`config.mk`:
```
export PLATFORM = sky130hd
export DESIGN_NAME = div_ctrl
export DESIGN_NICKNAME = d
export VERILOG_FILES = /design/src/rtl/div_ctrl_pkg.sv /design/src/rtl/div_ctrl.sv
export SDC_FILE = /design/constraint.sdc
export NUM_CORES = 1
export LEC_CHECK = 0
export BUFFER_PORTS_ARGS = -buffer_cell sky130_fd_sc_hd__clkbuf_2
export CORE_AREA = 2 2 39 41
export DETAILED_ROUTE_END_ITERATION = 8
export DIE_AREA = 0 0 41 43
export PLACE_DENSITY = 0.67
export RECOVER_POWER = 100
export SLEW_MARGIN = 0
export SYNTH_ARGS = -nofsm -noshare
export SYNTH_HDL_FRONTEND = slang
export SYNTH_SLANG_ARGS = --single-unit
```
`constraint.sdc`:
```
create_clock -name clk -period 1.5 [get_ports clk]
set_clock_uncertainty 0.15 [all_clocks]
set_input_delay 0.3 -clock clk [delete_from_list [all_inputs] [get_ports clk]]
set_output_delay 0.3 -clock clk [all_outputs]
set_load 0.02 [all_outputs]
```
`src/rtl/div_ctrl_pkg.sv`:
```
// Shared definitions for the calculator's divide sequencer: state encoding,
// default operand width, and the mode one-hot constants also used by top_ctrl.
package div_ctrl_pkg;

  // Default operand/quotient/remainder width
  localparam int DEFAULT_WIDTH = 8;

  // Mode one-hot constants shared with top_ctrl
  localparam logic [3:0] MODE_ADD = 4'b0001;
  localparam logic [3:0] MODE_SUB = 4'b0010;
  localparam logic [3:0] MODE_MUL = 4'b0100;
  localparam logic [3:0] MODE_DIV = 4'b1000;

  // Divide sequencer states, 3-bit binary encoding
  typedef enum logic [2:0] {
    DIV_IDLE  = 3'd0,
    DIV_LOAD  = 3'd1,
    DIV_ZCHK  = 3'd2,
    DIV_SHIFT = 3'd3,
    DIV_SUB   = 3'd4,
    DIV_TEST  = 3'd5,
    DIV_FIN   = 3'd6,
    DIV_HOLD  = 3'd7
  } div_state_t;

  // Iteration counter width; a single-bit operand still needs a one-bit counter
  function automatic int cnt_width(input int width);
    return (width > 1) ? $clog2(width) : 1;
  endfunction

endpackage

```
`src/rtl/div_ctrl.sv`:
```
// Restoring shift-subtract divide sequencer. Drives div_dp with one-hot
// micro-ops, runs WIDTH iterations of shift/subtract/test, and reports a
// one-cycle done pulse (with v on divide-by-zero) back to top_ctrl.
module div_ctrl
  import div_ctrl_pkg::*;
#(
  parameter int WIDTH = DEFAULT_WIDTH
) (
  input  logic clk,
  input  logic rst,
  input  logic div_,
  input  logic dz,
  input  logic r_neg,
  output logic ld_ops,
  output logic shl,
  output logic sub,
  output logic rest,
  output logic set_q,
  output logic busy,
  output logic done,
  output logic v
);

  localparam int CNT_W = cnt_width(WIDTH);
  localparam logic [CNT_W-1:0] CNT_LAST = CNT_W'(WIDTH - 1);

  div_state_t       state;
  div_state_t       state_nxt;
  logic [CNT_W-1:0] cnt;
  logic [CNT_W-1:0] cnt_nxt;
  logic             err_q;
  logic             err_nxt;

  // State, iteration counter and error flag registers; reset aborts any operation
  always_ff @(posedge clk or posedge rst) begin
    if (rst) begin
      state <= DIV_IDLE;
      cnt   <= '0;
      err_q <= 1'b0;
    end else begin
      state <= state_nxt;
      cnt   <= cnt_nxt;
      err_q <= err_nxt;
    end
  end

  // Next-state and micro-op decode from the registered state (rest/set_q also use r_neg)
  always_comb begin
    state_nxt = state;
    cnt_nxt   = cnt;
    err_nxt   = err_q;
    ld_ops    = 1'b0;
    shl       = 1'b0;
    sub       = 1'b0;
    rest      = 1'b0;
    set_q     = 1'b0;
    done      = 1'b0;
    v         = 1'b0;
    busy      = (state != DIV_IDLE);

    case (state)
      DIV_IDLE: begin
        if (div_) begin
          state_nxt = DIV_LOAD;
        end
      end

      DIV_LOAD: begin
        ld_ops    = 1'b1;
        cnt_nxt   = '0;
        state_nxt = DIV_ZCHK;
      end

      DIV_ZCHK: begin
        if (dz) begin
          err_nxt   = 1'b1;
          state_nxt = DIV_FIN;
        end else begin
          err_nxt   = 1'b0;
          state_nxt = DIV_SHIFT;
        end
      end

      DIV_SHIFT: begin
        shl       = 1'b1;
        state_nxt = DIV_SUB;
      end

      DIV_SUB: begin
        sub       = 1'b1;
        state_nxt = DIV_TEST;
      end

      DIV_TEST: begin
        if (r_neg) begin
          rest = 1'b1;
        end else begin
          set_q = 1'b1;
        end
        if (cnt == CNT_LAST) begin
          state_nxt = DIV_FIN;
        end else begin
          cnt_nxt   = cnt + CNT_W'(1);
          state_nxt = DIV_SHIFT;
        end
      end

      DIV_FIN: begin
        done      = 1'b1;
        v         = err_q;
        state_nxt = DIV_HOLD;
      end

      DIV_HOLD: begin
        if (!div_) begin
          state_nxt = DIV_IDLE;
        end
      end

      default: begin
        state_nxt = DIV_IDLE;
      end
    endcase
  end

endmodule

```
# Word level (Yosys, flattened, before mapping)
# Index checks and enable logic that the tools add are counted.
dict set report word_totals {
  regBits 7
  output_inout_bits 8
  word_cells 37
}
dict set report classes {
  add_sub_neg 1
  eq_ne 11
  mux 17
  n_reduce_logical 5
}
# operator n
set op_table {}
lappend op_table {{$pmux 3 s8} 1}
lappend op_table {{$eq 3x3->1 const B} 5}
lappend op_table {{$mux 3} 5}
lappend op_table {{$mux 1} 10}
lappend op_table {{$eq 3x2->1 const B} 2}
lappend op_table {{$ne 2x2->1 const B} 3}
lappend op_table {{$pmux 3 s2} 1}
lappend op_table {{$reduce_and 2->1} 2}
lappend op_table {{$add 3x1->3 const B} 1}
lappend op_table {{$eq 3x1->1 const B} 1}
lappend op_table {{$logic_not 3->1} 1}
lappend op_table {{$reduce_bool 3->1} 1}
lappend op_table {{$reduce_bool 2->1} 1}

# Longest topological paths before layout
# Gate-level depths: netlist of the first run.
dict set report depth {
  word_depth 3
  mapped_depth 5
  ltp_nobuf 5
}

# Worst setup path before layout of the first run
# Ideal clock, no wire load.
dict set report synth_timing {
  kind {reg-to-output}
  start {reg state[1]}
  end {out set_q}
  arrival_time_ns 1.274
  slack_ns -0.224
  path_stages_with_launch 3
  n_path_buf 1
  path_cell_list {dfrtp_1 -> buf_2 -> nor4bb_1}
}
dict set report synth_between {
  elab_chain_len 2
}
# element line
set synth_lines {}
lappend synth_lines {{start: declaration} div_ctrl.sv:27} ;# div_state_t state;
lappend synth_lines {{start signal: assignment} div_ctrl.sv:41} ;# state <= state_nxt;
lappend synth_lines {{$eq 3x3->1} div_ctrl.sv:61} ;# case (state)
lappend synth_lines {{$mux 1} div_ctrl.sv:61}
lappend synth_lines {{end: declaration} div_ctrl.sv:18} ;# output logic set_q,
# No other way between the ends.

# Final worst setup path of the first run
# Ends and elaborated chain as after synthesis.

==> results.sh, run 1 <==
export IMPL_regArea_um2=179
export IMPL_start_util=0.336
export IMPL_fin_cells=91
export IMPL_clkLatencyLatePin_ns=0.26
export IMPL_cts_buffers_inserted=3
export IMPL_power_switching_mw=0.715
export IMPL_ys_warn_count=0
export IMPL_period_minus_slack_ns=1.65
export IMPL_internal_power_mw=1.05
export IMPL_die_w_um=41
export IMPL_die_area_mm2=0.00176
export IMPL_fmax_ghz=0.607
export IMPL_worst_pin_slew_ns=0.269
export IMPL_grt_pass1_wl_mm=1.86
export IMPL_vias_per_cell=5.12
export IMPL_globalRouteMet2Util=0.253
export IMPL_hpwl_um=736
export IMPL_worst_setup_path_type="register to output pin"
export IMPL_synth_seq_cells=7
export IMPL_power_mw=1.77
export IMPL_worstSetupStartpointType="register"
export IMPL_drcViolationCount=0
export IMPL_core_area_mm2=0.00138
export IMPL_tns_ns=-0.709
export IMPL_syn_area_per_cell_um2=9.70
export IMPL_die_y_um=43
export IMPL_worst_slack_ns=-0.147
export IMPL_dr_pass1_iters=4
export IMPL_async_reset_ff_frac=1.00
export IMPL_cts_path_max_buffers=2
export IMPL_power_switching_share=0.404
export IMPL_cts_tree="done"
export IMPL_cp_slowest_cell="dfrtp_2"
export IMPL_end_kind="output pin"
export IMPL_use_met3=0.0157
export IMPL_timing_slew_headroom=0.820
export IMPL_worst_path_buf_inv=1
export IMPL_place_congestion=0.754
export IMPL_syn_area_um2=465
export IMPL_synth_edf_count=0
export IMPL_final_nets=83
export IMPL_ios=13
export IMPL_n_fill_cell=115
export IMPL_critPathTopFamily="flip-flops"
export IMPL_clock_root_buffer="clkbuf_4"
export IMPL_rows=14
export IMPL_met1_usage=0.191
export IMPL_wirelength_mm=1.31
export IMPL_irDropWorstVdd_v=0.000807
export IMPL_ant_nets=0
export IMPL_synth_ff_type="dfrtp_1"
export IMPL_busiest_layer="met2"
export IMPL_cts_sinks=7
export IMPL_timing_final_crit_share=1.10
export IMPL_syn_instance_count=48
export IMPL_drv_slew=0
export IMPL_setup_viol=7
export IMPL_vias=466
export IMPL_p_leak_nw=0.377
export IMPL_port_buffers=12
export IMPL_antenna_found_initial=0
export IMPL_clk_pin_slew_ns=0.06
export IMPL_hp_class="input port to register"
export IMPL_synthDistinctLibCells=28
export IMPL_place_inst=80
export IMPL_cp_required_ns=1.05
export IMPL_cts_htree_levels=1
export IMPL_cap_viol_max_count=0
export IMPL_failed_checks="negative setup slack"
export IMPL_power_frac_seq=0.225
export IMPL_grt_max_degree=8
export IMPL_dr_first_iter_drc_count=13
export IMPL_worstPathCellList="nor4bb_2 -> buf_4"
export IMPL_gr_total_overflow=0
export IMPL_grt_setup_unrepaired="yes"
export IMPL_worstPathMaxFanout=6
export IMPL_grt_usage=0.159
export IMPL_clkPwrFrac=0.103
export IMPL_diodes=0
export IMPL_arrival_ns=1.20
export IMPL_avgRoutedWirePerCell_um=14.4
export IMPL_finalHoldViolCount=0
export IMPL_areaGrowthSynthToFinish_pct=70.7
export IMPL_yosysSeqAreaShare=0.376
export IMPL_cellPowerDensity_mw_per_mm2=2230
export IMPL_multiInputGateArea_um2=340
export IMPL_layout_drive_gt1_share=0.680
export IMPL_max_stage_delay_ns=0.46
export IMPL_grt_pass1_vias=447
export IMPL_status="finished with violations"
export IMPL_p_comb_frac=0.672
export IMPL_synth_fp_nets=55
flip-flops by register name, summed over array words and instances, names as in the netlist:
register,flops
cnt,3
err_q,1
state,3
synthesized netlist by cell type, types with 2 or more instances:
library cell,n,share of area
ha_1,2,0.054
inv_1,2,0.016
nor2_2,2,0.027
dfrtp_1,7,0.38
nor2_1,5,0.040
mux2_4,2,0.065
nand2b_1,3,0.040
a21oi_1,2,0.022
nand2_1,4,0.032
path summary, 6_finish.rpt:
| path | from | end | slack [ns] | depth (start not counted) |
|---|---|---|---|---|
| hold / removal | dz | err_q | 0.15 | 2 |
| setup / recovery | state[1] | set_q | -0.15 | 2 |
| hold reg to reg | err_q | err_q | 0.37 | 1 |
| max in group asynchronous | rst | state[2] | 0.62 | 3 |
| min in group asynchronous | rst | err_q | 0.34 | 3 |
| setup reg to reg | cnt[0] | cnt[0] | 0 | 4 |
final cells by class:
cell class | count | share of cell area
Tap cell | 16 | 0.0252
Inverter | 2 | 0.00945
Clock buffer | 4 | 0.0331
Multi-Input combinational cell | 36 | 0.428
Timing Repair Buffer | 26 | 0.279
Sequential cell | 7 | 0.225
cell usage in the layout (no fill, tap or decap), types with 2 or more instances in the layout:
master and instances:
buf_8 2, mux2_4 2, nand2_2 2, dfrtp_1 4, buf_6 5, clkbuf_2 4
nor2_1 4, nor2_4 2, nand2_1 2, clkbuf_4 3, a21oi_1 2, buf_4 14
nand2b_4 2, dfrtp_2 3
what timing repair did:
action,4_1_cts,5_1_grt
hold buffers,1,0
resized for setup,16,26
endpoints found under the hold margin,7,0
endpoints found under the setup margin,12,13
setup buffers,5,1
pin swaps,2,12
gates cloned,0,0
power groups by stage:
stage / logic (mW) / registers, mW / clock network (mW)
after floorplan: 0.592 / 0.334 / 0
after global placement: 0.755 / 0.387 / 0
after detailed placement: 0.765 / 0.397 / 0
after CTS: 0.965 / 0.378 / 0.184
after global routing: 1.30 / 0.411 / 0.194
final: 1.19 / 0.398 / 0.182
kinds of logic (layout without fill, tap and decap cells):
family,after synthesis,after routing,synth area share
simple gates,23,23,0.290
compound gates,9,9,0.148
flops,7,7,0.376
buf+inv,5,32,0.0672
fa+ha+maj,2,2,0.0538
mux,2,2,0.0645
stage by stage:
| step | utilization | hold WS, ns | cell area (um2) | setup slack, ns |
|---|---|---|---|---|
| finish | 0.574 | 0.150 | 795 | -0.147 |
| global route | 0.574 | 0.158 | 795 | -0.179 |
| CTS | 0.516 | 0.152 | 714 | -0.138 |
| detailed placement | 0.424 | 0.0862 | 587 | -0.0673 |
| global placement | 0.424 | 0.0693 | 587 | 0.000932 |
| floorplan | - | -0.0466 | 478 | -0.0457 |
layer usage:
metal / wire [um] / vias to the layer above
li1: - / 224
met1: 548 / 228
met2: 697 / 9
met3: 27 / 5
met4: 38 / 0
met5: 0 / -
Note: power is estimated with default switching activity, not from simulation.
==> inputs of run 2 (changes only) <==
- ABC_CLOCK_PERIOD_IN_PS: not set -> 1500
- MAX_ROUTING_LAYER: not set -> met4
==> run 2 against run 1 <==
Net effect:
- the flow still finishes with violations (negative setup slack)
- largest power group unchanged
- worst hold slack got worse by 0.00052 ns
- die area did not move
- sequential cell count did not move
- power barely moved
- combinational power barely moved
- global-route usage rose by 0.39 points
- design area did not move
- clock power barely moved
==> results.sh, run 2 (synthesized netlist as in run 1, its figures left out) <==
export IMPL_place_area_um2=587
export IMPL_fin_cells=91
export IMPL_timing_final_crit_share=1.10
export IMPL_reg_largest_list="cnt x3, state x3, err_q x1"
export IMPL_fin_util=0.574
export IMPL_dr_first_iter_drc_count=11
export IMPL_grt_setup_unrepaired="yes"
export IMPL_worstSetupStartpointType="register"
export IMPL_wirelength_mm=1.31
export IMPL_diodes=0
export IMPL_start_util=0.336
export IMPL_grt_pass1_vias=447
export IMPL_period_minus_slack_ns=1.65
export IMPL_cellPowerDensity_mw_per_mm2=2230
export IMPL_arrival_ns=1.20
export IMPL_design_area_um2=795
export IMPL_timing_slew_headroom=0.820
export IMPL_cp_required_ns=1.05
export IMPL_ant_nets=0
export IMPL_finalHoldViolCount=0
export IMPL_drv_slew=0
export IMPL_grt_usage=0.163
export IMPL_worst_pin_slew_ns=0.269
export IMPL_die_w_um=41
export IMPL_clk_pin_slew_ns=0.06
export IMPL_hp_class="input port to register"
export IMPL_areaGrowthSynthToFinish_pct=70.7
export IMPL_dr_pass1_iters=4
export IMPL_port_buffers=12
export IMPL_min_delay_start="dz"
export IMPL_whs_ns=0.150
export IMPL_gr_total_overflow=0
export IMPL_status="finished with violations"
export IMPL_rows=14
export IMPL_antenna_found_initial=0
export IMPL_worstPathCellList="nor4bb_2 -> buf_4"
export IMPL_r2r_start="cnt[0]"
export IMPL_end_kind="output pin"
export IMPL_drcViolationCount=0
export IMPL_core_area_mm2=0.00138
export IMPL_cts_htree_levels=1
export IMPL_mostFrequentLayoutCells="14 x buf_4, 5 x buf_6, 4 x nor2_1, 4 x dfrtp_1, 4 x clkbuf_2"
export IMPL_hpwl_um=736
export IMPL_p_leak_nw=0.377
export IMPL_avgRoutedWirePerCell_um=14.4
export IMPL_setup_viol=7
export IMPL_vias=478
export IMPL_n_fill_cell=115
export IMPL_die_y_um=43
export IMPL_grt_max_degree=8
export IMPL_place_congestion=0.763
export IMPL_fmax_ghz=0.607
export IMPL_failed_checks="negative setup slack"
export IMPL_grt_pass1_wl_mm=1.86
export IMPL_worst_slack_ns=-0.147
export IMPL_cts_buffers_inserted=3
export IMPL_cp_slowest_cell="dfrtp_2"
export IMPL_cts_tree="done"
export IMPL_die_area_mm2=0.00176
export IMPL_max_stage_delay_ns=0.46
export IMPL_final_nets=83
export IMPL_pre_cts_slack_ns=-0.0673
export IMPL_place_inst=80
export IMPL_critPathTopFamily="flip-flops"
export IMPL_cts_sinks=7
export IMPL_worstPathMaxFanout=6
export IMPL_multiInputGateArea_um2=340
export IMPL_vias_per_cell=5.25
export IMPL_r2r_slack_ns=0
export IMPL_startpoint="state[1]"
export IMPL_final_common_cell="buf_4"
export IMPL_worst_path_buf_inv=1
export IMPL_cts_path_max_buffers=2
export IMPL_power_mw=1.77
export IMPL_tns_ns=-0.728
export IMPL_cap_viol_max_count=0
export IMPL_worst_setup_path_type="register to output pin"
export IMPL_clkLatencyLatePin_ns=0.26
export IMPL_ios=13
export IMPL_regArea_um2=179
export IMPL_layout_drive_gt1_share=0.680
export IMPL_irDropWorstVdd_v=0.000800
export IMPL_clock_root_buffer="clkbuf_4"
[run 2: final timing paths]
check | endpoint | cells after the start
max | set_q | 2
min | err_q | 2
max reg2reg | cnt[0] | 4
min reg2reg | err_q | 1
max in group asynchronous | state[2] | 3
min in group asynchronous | err_q | 3
[run 2: layout make-up]
cell class	count	share of cell area
Multi-Input combinational cell	36	0.428
Timing Repair Buffer	26	0.279
Sequential cell	7	0.225
Clock buffer	4	0.0331
Tap cell	16	0.0252
Inverter	2	0.00945
[run 2: what timing repair did]
item	4_1_cts	5_1_grt
pin swaps	2	12
gates resized for setup	16	26
setup endpoints to repair	12	13
hold buffers	1	0
setup buffers	5	1
endpoints found under the hold margin	7	0
[run 2: where the power goes]
part	internal (mW)	switching, mW
clock network	0.102	0.0800
registers	0.284	0.114
logic	0.669	0.522
[run 2: metal layers]
layer	GRT usage	vias to the layer above	wire [um]
li1	-	224	-
met1	0.191	229	505
met2	0.253	20	696
met3	0.0157	5	73
met4	0.100	0	38
met5	-	-	0
==> inputs of run 3 (changes only) <==
- CELL_PAD_IN_SITES_DETAIL_PLACEMENT: not set -> 2
- CELL_PAD_IN_SITES_GLOBAL_PLACEMENT: not set -> 2
- CORE_AREA: 2 2 39 41 -> not set
- CORE_MARGIN: not set -> 2
- CORE_UTILIZATION: not set -> 26
- DIE_AREA: 0 0 41 43 -> not set
- PLACE_DENSITY: 0.67 -> 0.78
==> run 3 against run 2 <==
Net effect:
- the run still ends with negative setup slack left
- first-iteration DRC count fell by 82%
- count of clock-buffer cells in the layout did not move
- via count rose by 0.84%
- critical endpoint unchanged
- die area rose by 22%
- worst hold slack improved by 0.0017 ns
- sequential share of layout area fell by 0.95 points
- critical path depth did not move
- core utilization fell by 8.8 points
- setup slack got worse by 0.050 ns
- critical path type unchanged
- clock power barely moved
- non-clock buffer count rose by 2
- maximum frequency fell by 3.0%
==> results.sh, run 3 (synthesized netlist as in run 1, its figures left out) <==
export IMPL_busiest_layer="met2"
export IMPL_timing_slew_headroom=0.801
export IMPL_worstPathCellList="nor4bb_2 -> buf_4"
export IMPL_cts_buffers_inserted=3
export IMPL_worst_setup_path_type="register to output pin"
export IMPL_place_inst=88
export IMPL_final_common_cell="buf_4"
export IMPL_cts_tree="done"
export IMPL_core_area_mm2=0.00171
export IMPL_holdPathStages=2
export IMPL_antenna_found_initial=0
export IMPL_cts_path_max_buffers=2
export IMPL_use_met3=0.0471
export IMPL_cp_slowest_cell="dfrtp_2"
export IMPL_grt_max_degree=10
export IMPL_tns_ns=-1.00
export IMPL_mostFrequentLayoutCells="13 x buf_4, 6 x buf_6, 4 x dfrtp_1, 4 x clkbuf_2"
export IMPL_start_util=0.273
export IMPL_pre_cts_slack_ns=-0.0609
export IMPL_diodes=0
export IMPL_rows=15
export IMPL_die_w_um=46.3
export IMPL_die_y_um=46.3
export IMPL_gr_total_overflow=0
export IMPL_worst_path_buf_inv=1
export IMPL_place_area_um2=591
export IMPL_cts_sinks=7
export IMPL_vias=482
export IMPL_reg_largest_list="cnt x3, state x3, err_q x1"
export IMPL_cp_required_ns=1.05
export IMPL_finalHoldViolCount=0
export IMPL_ios=13
export IMPL_setup_viol=8
export IMPL_dr_first_iter_drc_count=2
export IMPL_clkLatencyLatePin_ns=0.27
export IMPL_hp_class="input port to register"
export IMPL_arrival_ns=1.25
export IMPL_end_kind="output pin"
export IMPL_cellPowerDensity_mw_per_mm2=2270
export IMPL_status="finished with violations"
export IMPL_globalRouteMet2Util=0.317
export IMPL_worst_pin_slew_ns=0.299
export IMPL_period_minus_slack_ns=1.70
export IMPL_clk_pin_slew_ns=0.06
export IMPL_drv_slew=0
export IMPL_r2r_slack_ns=0.01
export IMPL_grt_usage=0.183
export IMPL_port_buffers=12
export IMPL_avgRoutedWirePerCell_um=17.8
export IMPL_place_congestion=0.700
export IMPL_met1_usage=0.212
export IMPL_worst_r2r_path_depth=4
export IMPL_cap_viol_max_count=0
export IMPL_r2r_end="cnt[0]"
export IMPL_clock_root_buffer="clkbuf_4"
export IMPL_cts_htree_levels=1
export IMPL_die_area_mm2=0.00214
export IMPL_design_area_um2=830
export IMPL_n_fill_cell=176
export IMPL_min_delay_start="dz"
export IMPL_grt_setup_unrepaired="yes"
export IMPL_vias_per_cell=4.73
export IMPL_ant_nets=0
export IMPL_p_leak_nw=0.386
export IMPL_max_stage_delay_ns=0.44
export IMPL_fmax_ghz=0.589
export IMPL_layout_drive_gt1_share=0.688
export IMPL_final_nets=85
export IMPL_power_mw=1.89
export IMPL_timing_final_crit_share=1.13
export IMPL_hpwl_mm=1.06
export IMPL_startpoint="state[0]"
export IMPL_whs_endpoint="err_q"
export IMPL_failed_checks="negative setup slack"
export IMPL_irDropWorstVdd_v=0.000861
export IMPL_drcViolationCount=0
export IMPL_fin_cells=102
export IMPL_areaGrowthSynthToFinish_pct=78.2
export IMPL_dr_pass1_iters=2
export IMPL_worstPathMaxFanout=5
export IMPL_grt_pass1_wl_mm=2.55
export IMPL_wirelength_mm=1.81
export IMPL_grt_pass1_vias=518
export IMPL_worstSetupStartpointType="register"
export IMPL_critPathTopFamily="flip-flops"
export IMPL_worst_slack_ns=-0.197
export IMPL_r2r_start="cnt[0]"
-- run 3: cell types whose count changed in the layout (fill, tap and decap cells not counted), sizes merged --
cell    previous run  this run
clkbuf             8         9
buf               21        22
-- run 3: worst max-delay path by stage --
stage,endpoint,slack [ns],cells past startpoint
2_1_floorplan,sub,-0.05,2
3_3_place_gp,cnt[0],-0.01,4
3_5_place_dp,cnt[0],-0.06,4
4_1_cts,rest,-0.16,3
5_1_grt,set_q,-0.26,2
6_report,set_q,-0.20,2
-- run 3: power breakdown --
group	leakage (nW)	total [mW]	switching [mW]	internal [mW]
sequential	0.0817	0.413	0.129	0.284
clock	0.0150	0.184	0.0819	0.102
combinational	0.289	1.29	0.572	0.718
total	0.386	1.89	0.783	1.10
-- run 3: what timing repair did --
item | 4_1_cts | 5_1_grt
resized for setup | 23 | 20
pin swaps | 4 | 2
cloned | 0 | 0
setup endpoints to repair | 12 | 12
hold endpoints to repair | 7 | 0
hold buffers | 1 | 0
setup buffers | 4 | 5
-- run 3: area by class of cell --
cell class              count  area [um2]  area share
repair buffers             28         244       0.294
inverters                   2        7.51     0.00905
flip-flops and latches      7         179       0.216
multi-input cells          36         342       0.412
clock buffers               4        26.3      0.0317
well taps                  25        31.3      0.0377
-- run 3: stage by stage --
step                hold WS (ns)   util
global placement          0.0819  0.346
floorplan                -0.0466      -
finish                     0.151  0.486
CTS                        0.157  0.432
detailed placement        0.0842  0.346
global route               0.163  0.486
-- run 3: routing by layer --
metal | vias up | routed length (um) | part of all wire
li1 | 224 | - | -
met1 | 248 | 786 | 0.43
met2 | 7 | 974 | 0.54
met3 | 3 | 38 | 0.021
met4 | 0 | 11 | 0.0061
met5 | - | 0 | 0
